<file path="config.mk">
export PLATFORM = sky130hd
export DESIGN_NAME = drop_input_ctrl_flat
export DESIGN_NICKNAME = d
export VERILOG_FILES = /design/src/rtl/game_2048_pkg.sv /design/src/rtl/drop_input_ctrl_if.sv /design/src/rtl/drop_input_ctrl_btn_debounce.sv /design/src/rtl/drop_input_ctrl.sv /design/src/flat_wrapper.sv
export SDC_FILE = /design/constraint.sdc
export NUM_CORES = 1
export LEC_CHECK = 0
export BUFFER_PORTS_ARGS = -buffer_cell sky130_fd_sc_hd__buf_2
export CORE_MARGIN = 2
export CORE_UTILIZATION = 40
export DETAILED_ROUTE_END_ITERATION = 8
export SYNTH_ARGS = -nofsm -noshare
export SYNTH_HDL_FRONTEND = slang
export SYNTH_SLANG_ARGS = --single-unit
export TNS_END_PERCENT = 10
</file>
<file path="constraint.sdc">
create_clock -name clk -period 2.7 [get_ports clk]
set_clock_uncertainty 0.05 [all_clocks]
set_input_delay 0.27 -clock clk [delete_from_list [all_inputs] [get_ports clk]]
set_output_delay 0.27 -clock clk [all_outputs]
set_load 0.01 [all_outputs]
</file>
<file path="src/rtl/game_2048_pkg.sv">
// game_2048_pkg: constants shared by the 2048 drop-game core and its front end.
//   NUM_COLS / COL_W     : board width and column-index width.
//   CORE_DROP_LATENCY    : worst-case cycles the core needs to return to idle
//                          after accepting a drop request.
//   col_step()           : one cursor move left or right, saturating or wrapping.
package game_2048_pkg;

  localparam int NUM_COLS          = 4;
  localparam int COL_W             = 2;
  localparam int CORE_DROP_LATENCY = 7;

  typedef logic [COL_W-1:0] col_t;

  // Move the cursor one column; at the edge either hold or wrap to the far side.
  function automatic col_t col_step(input col_t col, input logic dir_right, input logic wrap);
    col_t res;
    res = col;
    if (dir_right) begin
      if (col == col_t'(NUM_COLS - 1)) begin
        res = wrap ? col_t'(0) : col;
      end else begin
        res = col + col_t'(1);
      end
    end else begin
      if (col == col_t'(0)) begin
        res = wrap ? col_t'(NUM_COLS - 1) : col;
      end else begin
        res = col - col_t'(1);
      end
    end
    return res;
  endfunction

endpackage

</file>
<file path="src/rtl/drop_input_ctrl_if.sv">
// drop_input_ctrl_if: player-side bundle between the button board and the
// drop-game core.
//   btn_left/btn_right/btn_drop : raw asynchronous push-buttons, active-high
//   game_over                   : core status, freezes input handling
//   col_sel                     : registered cursor column
//   drop_pulse                  : registered single-cycle drop request
// master = stimulus/board side, slave = drop_input_ctrl.
interface drop_input_ctrl_if;
  import game_2048_pkg::*;

  logic btn_left;
  logic btn_right;
  logic btn_drop;
  logic game_over;
  col_t col_sel;
  logic drop_pulse;

  modport master (
    output btn_left, btn_right, btn_drop, game_over,
    input  col_sel, drop_pulse
  );

  modport slave (
    input  btn_left, btn_right, btn_drop, game_over,
    output col_sel, drop_pulse
  );

endinterface

</file>
<file path="src/rtl/drop_input_ctrl_btn_debounce.sv">
// btn_debounce: one push-button path: 2-flop synchronizer, counting debouncer
// and rising-edge detector.
//   clk, rst  : system clock, synchronous active-high reset
//   btn_raw   : asynchronous raw button
//   level     : debounced button level
//   press     : one-cycle event on each debounced rising edge
module btn_debounce #(
  parameter int DEB_CYCLES = 500000
) (
  input  logic clk,
  input  logic rst,
  input  logic btn_raw,
  output logic level,
  output logic press
);

  localparam int CNT_W = $clog2(DEB_CYCLES);
  localparam logic [CNT_W-1:0] CNT_LAST = CNT_W'(DEB_CYCLES - 1);

  logic             sync1_q, sync1_d;
  logic             sync2_q, sync2_d;
  logic             deb_q, deb_d;
  logic             deb_dly_q, deb_dly_d;
  logic [CNT_W-1:0] cnt_q, cnt_d;

  // Next-state: the level only flips after DEB_CYCLES consecutive disagreeing samples.
  always_comb begin
    sync1_d   = btn_raw;
    sync2_d   = sync1_q;
    deb_dly_d = deb_q;
    deb_d     = deb_q;
    cnt_d     = '0;
    if (sync2_q != deb_q) begin
      if (cnt_q == CNT_LAST) begin
        deb_d = sync2_q;
        cnt_d = '0;
      end else begin
        cnt_d = cnt_q + CNT_W'(1);
      end
    end else begin
      cnt_d = '0;
    end
  end

  // State registers with synchronous reset.
  always_ff @(posedge clk) begin
    if (rst) begin
      sync1_q   <= 1'b0;
      sync2_q   <= 1'b0;
      deb_q     <= 1'b0;
      deb_dly_q <= 1'b0;
      cnt_q     <= '0;
    end else begin
      sync1_q   <= sync1_d;
      sync2_q   <= sync2_d;
      deb_q     <= deb_d;
      deb_dly_q <= deb_dly_d;
      cnt_q     <= cnt_d;
    end
  end

  assign level = deb_q;
  // Built from two flops only; consumers register the result.
  assign press = deb_q & ~deb_dly_q;

endmodule

</file>
<file path="src/rtl/drop_input_ctrl.sv">
// drop_input_ctrl: player-input front end of the 2048 drop game. Debounces the
// three buttons, keeps the cursor column and issues one-cycle drop requests
// separated by a holdoff long enough for the core to return to idle.
//   clk, rst : system clock, synchronous active-high reset
//   bus      : slave side of drop_input_ctrl_if (buttons, game_over in;
//              col_sel, drop_pulse out, both registered)
module drop_input_ctrl
  import game_2048_pkg::*;
#(
  parameter int DEB_CYCLES = 500000,
  parameter int DROP_GAP   = 8,
  parameter int WRAP       = 0
) (
  input  logic              clk,
  input  logic              rst,
  drop_input_ctrl_if.slave  bus
);

  localparam int HOLD_W = $clog2(DROP_GAP + 1);
  localparam logic [HOLD_W-1:0] HOLD_LOAD = HOLD_W'(DROP_GAP);
  localparam logic WRAP_EN = (WRAP != 0);

  generate
    if (DROP_GAP < CORE_DROP_LATENCY) begin : g_gap_too_short
      $error("DROP_GAP shorter than the core drop-to-idle time");
    end
    if (DEB_CYCLES < 2) begin : g_deb_too_short
      $error("DEB_CYCLES must be at least 2");
    end
  endgenerate

  logic unused_left_level, unused_right_level, unused_drop_level;
  logic left_press, right_press, drop_press;

  btn_debounce #(.DEB_CYCLES(DEB_CYCLES)) u_deb_left (
    .clk(clk), .rst(rst), .btn_raw(bus.btn_left),
    .level(unused_left_level), .press(left_press)
  );

  btn_debounce #(.DEB_CYCLES(DEB_CYCLES)) u_deb_right (
    .clk(clk), .rst(rst), .btn_raw(bus.btn_right),
    .level(unused_right_level), .press(right_press)
  );

  btn_debounce #(.DEB_CYCLES(DEB_CYCLES)) u_deb_drop (
    .clk(clk), .rst(rst), .btn_raw(bus.btn_drop),
    .level(unused_drop_level), .press(drop_press)
  );

  col_t              col_sel_q, col_sel_d;
  logic              drop_pulse_q, drop_pulse_d;
  logic [HOLD_W-1:0] holdoff_q, holdoff_d;

  // Event resolution: game_over > accepted drop > moves. An accepted drop
  // swallows same-cycle moves so col_sel is stable while drop_pulse is high;
  // a drop rejected by holdoff falls through so moves still apply.
  always_comb begin
    col_sel_d    = col_sel_q;
    drop_pulse_d = 1'b0;
    holdoff_d    = holdoff_q;
    if (holdoff_q != '0) begin
      holdoff_d = holdoff_q - HOLD_W'(1);
    end else begin
      holdoff_d = '0;
    end

    if (bus.game_over) begin
      col_sel_d = col_sel_q;
    end else if (drop_press && (holdoff_q == '0)) begin
      drop_pulse_d = 1'b1;
      holdoff_d    = HOLD_LOAD;
    end else if (left_press && right_press) begin
      col_sel_d = col_sel_q;
    end else if (left_press) begin
      col_sel_d = col_step(col_sel_q, 1'b0, WRAP_EN);
    end else if (right_press) begin
      col_sel_d = col_step(col_sel_q, 1'b1, WRAP_EN);
    end else begin
      col_sel_d = col_sel_q;
    end
  end

  // Cursor, holdoff and output registers.
  always_ff @(posedge clk) begin
    if (rst) begin
      col_sel_q    <= '0;
      drop_pulse_q <= 1'b0;
      holdoff_q    <= '0;
    end else begin
      col_sel_q    <= col_sel_d;
      drop_pulse_q <= drop_pulse_d;
      holdoff_q    <= holdoff_d;
    end
  end

  assign bus.col_sel    = col_sel_q;
  assign bus.drop_pulse = drop_pulse_q;

endmodule

</file>
<file path="src/flat_wrapper.sv">
// flat-port wrapper written by rule: the top's interface ports become plain ports
module drop_input_ctrl_flat import game_2048_pkg::*;
#(
  parameter int DEB_CYCLES = 500000,
  parameter int DROP_GAP   = 8,
  parameter int WRAP       = 0
)
  (clk, rst, bus_btn_left, bus_btn_right, bus_btn_drop, bus_game_over, bus_col_sel, bus_drop_pulse);
  drop_input_ctrl_if bus_i ();
  input  logic clk;
  input  logic rst;
  input wire logic [$bits(bus_i.btn_left)-1:0] bus_btn_left;
  input wire logic [$bits(bus_i.btn_right)-1:0] bus_btn_right;
  input wire logic [$bits(bus_i.btn_drop)-1:0] bus_btn_drop;
  input wire logic [$bits(bus_i.game_over)-1:0] bus_game_over;
  output wire logic [$bits(bus_i.col_sel)-1:0] bus_col_sel;
  output wire logic [$bits(bus_i.drop_pulse)-1:0] bus_drop_pulse;
  assign bus_i.btn_left = bus_btn_left;
  assign bus_i.btn_right = bus_btn_right;
  assign bus_i.btn_drop = bus_btn_drop;
  assign bus_i.game_over = bus_game_over;
  assign bus_col_sel = bus_i.col_sel;
  assign bus_drop_pulse = bus_i.drop_pulse;
  drop_input_ctrl #(.DEB_CYCLES(DEB_CYCLES), .DROP_GAP(DROP_GAP), .WRAP(WRAP)) u_core (.clk(clk), .rst(rst), .bus(bus_i));
endmodule
</file>
==> run summary <==
The share of synthesized area occupied by flip-flops and latches is 0.463. The max-capacitance violation count was 0; the routed via count was 2560. The peak fanout along the critical path is 7. For the worst setup path, the data arrival time is 2360 ps.

The first-pass GRT wire length was 10.8 mm; the overall power consumption was 2.19 mW. End point of the critical path: u_core.u_deb_right.level. Counting instances, the worst hold path has a depth of 2. Summing all non-filler instances in the final layout gives an area of 3690 µm². The count of pins on the block boundary was 9; the met3 usage was 0.0455.

Clock latency on the worst-skew pair, taken at its later pin, is 340 ps. The tools report the total nets after synthesis as 382. After detailed placement, the total cell area comes to 3450 µm².

The global routing usage on met2 was 0.249; the average instance area after synthesis was 8.82 µm². By area the synthesized netlist is led by sky130_fd_sc_hd__dfxtp_1, sky130_fd_sc_hd__xnor2_1, sky130_fd_sc_hd__nor2_1. At the end of routability-driven placement, the weighted congestion stood at 0.787. The endpoint of the worst register-to-register path was u_core.u_deb_right.level. The estimated wirelength of the detail-placed design is 4.19 mm, and the leakage component of the power is 1.11 nW. The global-route layer with the greatest usage is met2. The run finished with clean final reports. STA classifies the critical path endpoint as a flip-flop.

Leading area contributor after synthesis: sky130_fd_sc_hd__dfxtp_1. The logs give 0 for the count of final hold-check violations and 1520 µm² for the area of all sequential standard cells. The post-layout utilization of the core was 0.456; the area taken by multi-input logic gates was 1690 µm². The commonest cells after synthesis are sky130_fd_sc_hd__dfxtp_1, sky130_fd_sc_hd__nor2_1, sky130_fd_sc_hd__xnor2_1. The number of synthesized register bits works out to 76. The tightest slew margin relative to the limit is 0.613, and the largest stage delay on the critical path is 500 ps. Among all stages on the critical path, the largest delay is contributed by sky130_fd_sc_hd__or3_1.

In the final timing run, aggregate negative setup slack is 0 ps. For the initial antenna violation count, the log shows 0. The worst setup path is launched from a flip-flop.

The met1 routing resource usage after global routing was 0.189. The count of flip-flops with a built-in enable after synthesis was 0; the slew at the pin with the worst max-slew slack was 575 ps. The tightest min-delay check is of the in -> reg type. In this run, the number of DRC markers left after iteration 0 of detailed routing was 111. The run gives 23 as the largest net degree at the start of global routing. The tools report the startpoint of the lowest-slack hold path as bus_btn_left.

The tools report the number of global-route vias before repair as 2446. The final critical-path share of the clock period is 0.791, and the total die area is 8970 µm². For this run, the number of Yosys warnings is 0. The area share of the largest cell type after synthesis was 0.463. Overall die width: 94.7 µm. The post-detailed-route wirelength per cell was 12.1 µm. The number of hold buffers added after CTS was 0. IR analysis of the VDD net gives a maximum drop of 0.000347 V. The number of H-tree levels was 3. The initial standard-cell utilization of the core came out at 0.406.

For flop-to-flop paths, the worst setup slack is 560 ps. The netlist uses 42 different library cells. The worst path needs 2140 ps of the cycle, external delays included.

The tools report the clock root buffer as sky130_fd_sc_hd__clkbuf_8. The worst register-to-register path begins at u_core.u_deb_right.cnt_q[0]. The share of cells above drive strength 1 came out at 0.0765. The total of cells resized after clock tree synthesis was 0; the number of placement rows was 33. Relative to the synthesized area, the layout overhead comes to 12.2%.

Setup repair after global routing left no endpoint under its margin. The category of the critical setup timing path was reg -> reg. Count of input and output buffers: 8. Setup violations remaining at the end of the flow were counted as 0. Power spread over the standard cell area amounts to 593 nW/µm². The worst hold slack is 99.5 ps, and the clock tree buffer depth is 2. Broken down by cell family, the worst path's largest delay share belongs to simple AND/OR/NAND/NOR gates.

The layout has 816 filler cells. The detail route stage leaves a number of antenna-violating nets equal to 0. The total count of max-transition violations in the final report is 0. sky130_fd_sc_hd__dfxtp_1 is the most common cell in the netlist. The critical path starts at u_core.u_deb_right.cnt_q[0]. TritonCTS built the clock tree. The number of clock buffers added by TritonCTS is 9. In this run the vertical extent of the chip is 94.7 µm.

The antenna diode instance count came out at 0. The signal on the critical path passes through ha_1 > nand4_1 > or3_1 > or4_1 > a21oi_1. Clock-pin slew was measured on the worst setup and hold paths at 80 ps. Async set-reset flop share out of synthesis: 0. For this run, the leading register cell type out of synthesis is sky130_fd_sc_hd__dfxtp_1. For the overall global routing resource usage, the log shows 0.150.

The data required time at the worst endpoint came out at 2920 ps. The number of buffers and inverters on the critical path is 0. Area of the core: 8090 µm². The average via count per standard cell was 5.15. Global routing finished with a remaining overflow of 0. The clock sink count was 76; the maximum frequency from static timing analysis was 468 MHz. The total iterations of the first detailed-routing run is 4. For the worst flop-to-flop path, the logic depth is 5. The net count of the finished layout is 397. For this run, design rule violations remaining after detail routing come to 0.

The cell count after synthesis came out at 373. The mapped netlist covers 3290 µm². Post-CTS repair timing setup buffer count: 0. Counting buffers and inverters, the worst setup path is 5 cells deep.

The total detailed-routing wirelength came out at 6.03 mm.
-- cell usage in the layout (no fill, tap or decap), types with 9 or more instances in the layout --
| cell | netlist | final |
|---|---|---|
| sky130_fd_sc_hd__a21oi_1 | 20 | 20 |
| sky130_fd_sc_hd__clkbuf_8 | 0 | 10 |
| sky130_fd_sc_hd__dfxtp_1 | 76 | 76 |
| sky130_fd_sc_hd__inv_1 | 13 | 13 |
| sky130_fd_sc_hd__nand2_1 | 18 | 18 |
| sky130_fd_sc_hd__nand3_1 | 22 | 22 |
| sky130_fd_sc_hd__nand4_1 | 13 | 13 |
| sky130_fd_sc_hd__nor2_1 | 54 | 54 |
| sky130_fd_sc_hd__nor2b_1 | 12 | 12 |
| sky130_fd_sc_hd__nor3_1 | 11 | 11 |
| sky130_fd_sc_hd__nor4_1 | 10 | 10 |
| sky130_fd_sc_hd__o21ai_0 | 13 | 13 |
| sky130_fd_sc_hd__or4_1 | 9 | 9 |
| sky130_fd_sc_hd__xnor2_1 | 26 | 26 |
| sky130_fd_sc_hd__xor2_1 | 15 | 15 |
-- how the worst min path moves through the flow --
| stage | end | slack (ps) |
|---|---|---|
| floorplan | u_core.u_deb_drop.sync1_q | 350 |
| global placement | u_core.u_deb_drop.sync2_q | 380 |
| detailed placement | u_core.u_deb_right.sync2_q | 370 |
| CTS | u_core.u_deb_left.sync1_q | 80 |
| global route | u_core.u_deb_left.sync1_q | 80 |
| finish | u_core.u_deb_left.sync1_q | 100 |
-- sequential cells by signal (all words and copies together) (netlist names), 2 cells and up --
signal                    flops
u_core.u_deb_left.cnt_q      19
u_core.holdoff_q              4
u_core.u_deb_drop.cnt_q      19
u_core.u_deb_right.cnt_q     19
u_core.bus.col_sel            2
-- per-stage QoR --
step,setup WS (ps),cells
3_5_place_dp,552,482
6_report,564,497
5_1_grt,360,497
4_1_cts,574,497
2_1_floorplan,779,373
3_3_place_gp,647,482
-- where the power goes --
group | switching (mW) | total [mW] | internal, mW
logic | 0.0162 | 0.0263 | 0.0101
registers | 0.00293 | 1.13 | 1.13
clock network | 0.397 | 1.03 | 0.635
-- kinds of logic (layout without fill, tap and decap cells) --
kind of cell | after synthesis | count (layout) | share of synthesized area
AOI/OAI and AO/OA | 48 | 48 | 0.0894
xor gates and xnor gates | 41 | 41 | 0.109
adders and majority gates | 3 | 3 | 0.0114
buffers and inverters | 20 | 39 | 0.0247
DFF | 76 | 76 | 0.463
and+or+nand+nor | 185 | 185 | 0.303
-- metal layers --
layer  wire length, µm  up-vias
li1                  -     1350
met1              3030     1178
met2              2770       27
met3               179        5
met4                59        0
met5                 0        -
-- final cells by class --
type	instances	area share
clock inverters	4	0.0264
multi-input cells	277	0.457
repair buffers	11	0.0170
clock buffers	11	0.0383
inverters	13	0.0132
well taps	105	0.0356
flip-flops and latches	76	0.412
-- worst reg2reg max path, stage by stage, from the launching register on --
cell and delay (ps):
sky130_fd_sc_hd__dfxtp_1 370, sky130_fd_sc_hd__ha_1 230, sky130_fd_sc_hd__nand4_1 290, sky130_fd_sc_hd__or3_1 500, sky130_fd_sc_hd__or4_1 500, sky130_fd_sc_hd__a21oi_1 140
No activity file was read; power rests on OpenSTA's default activity.
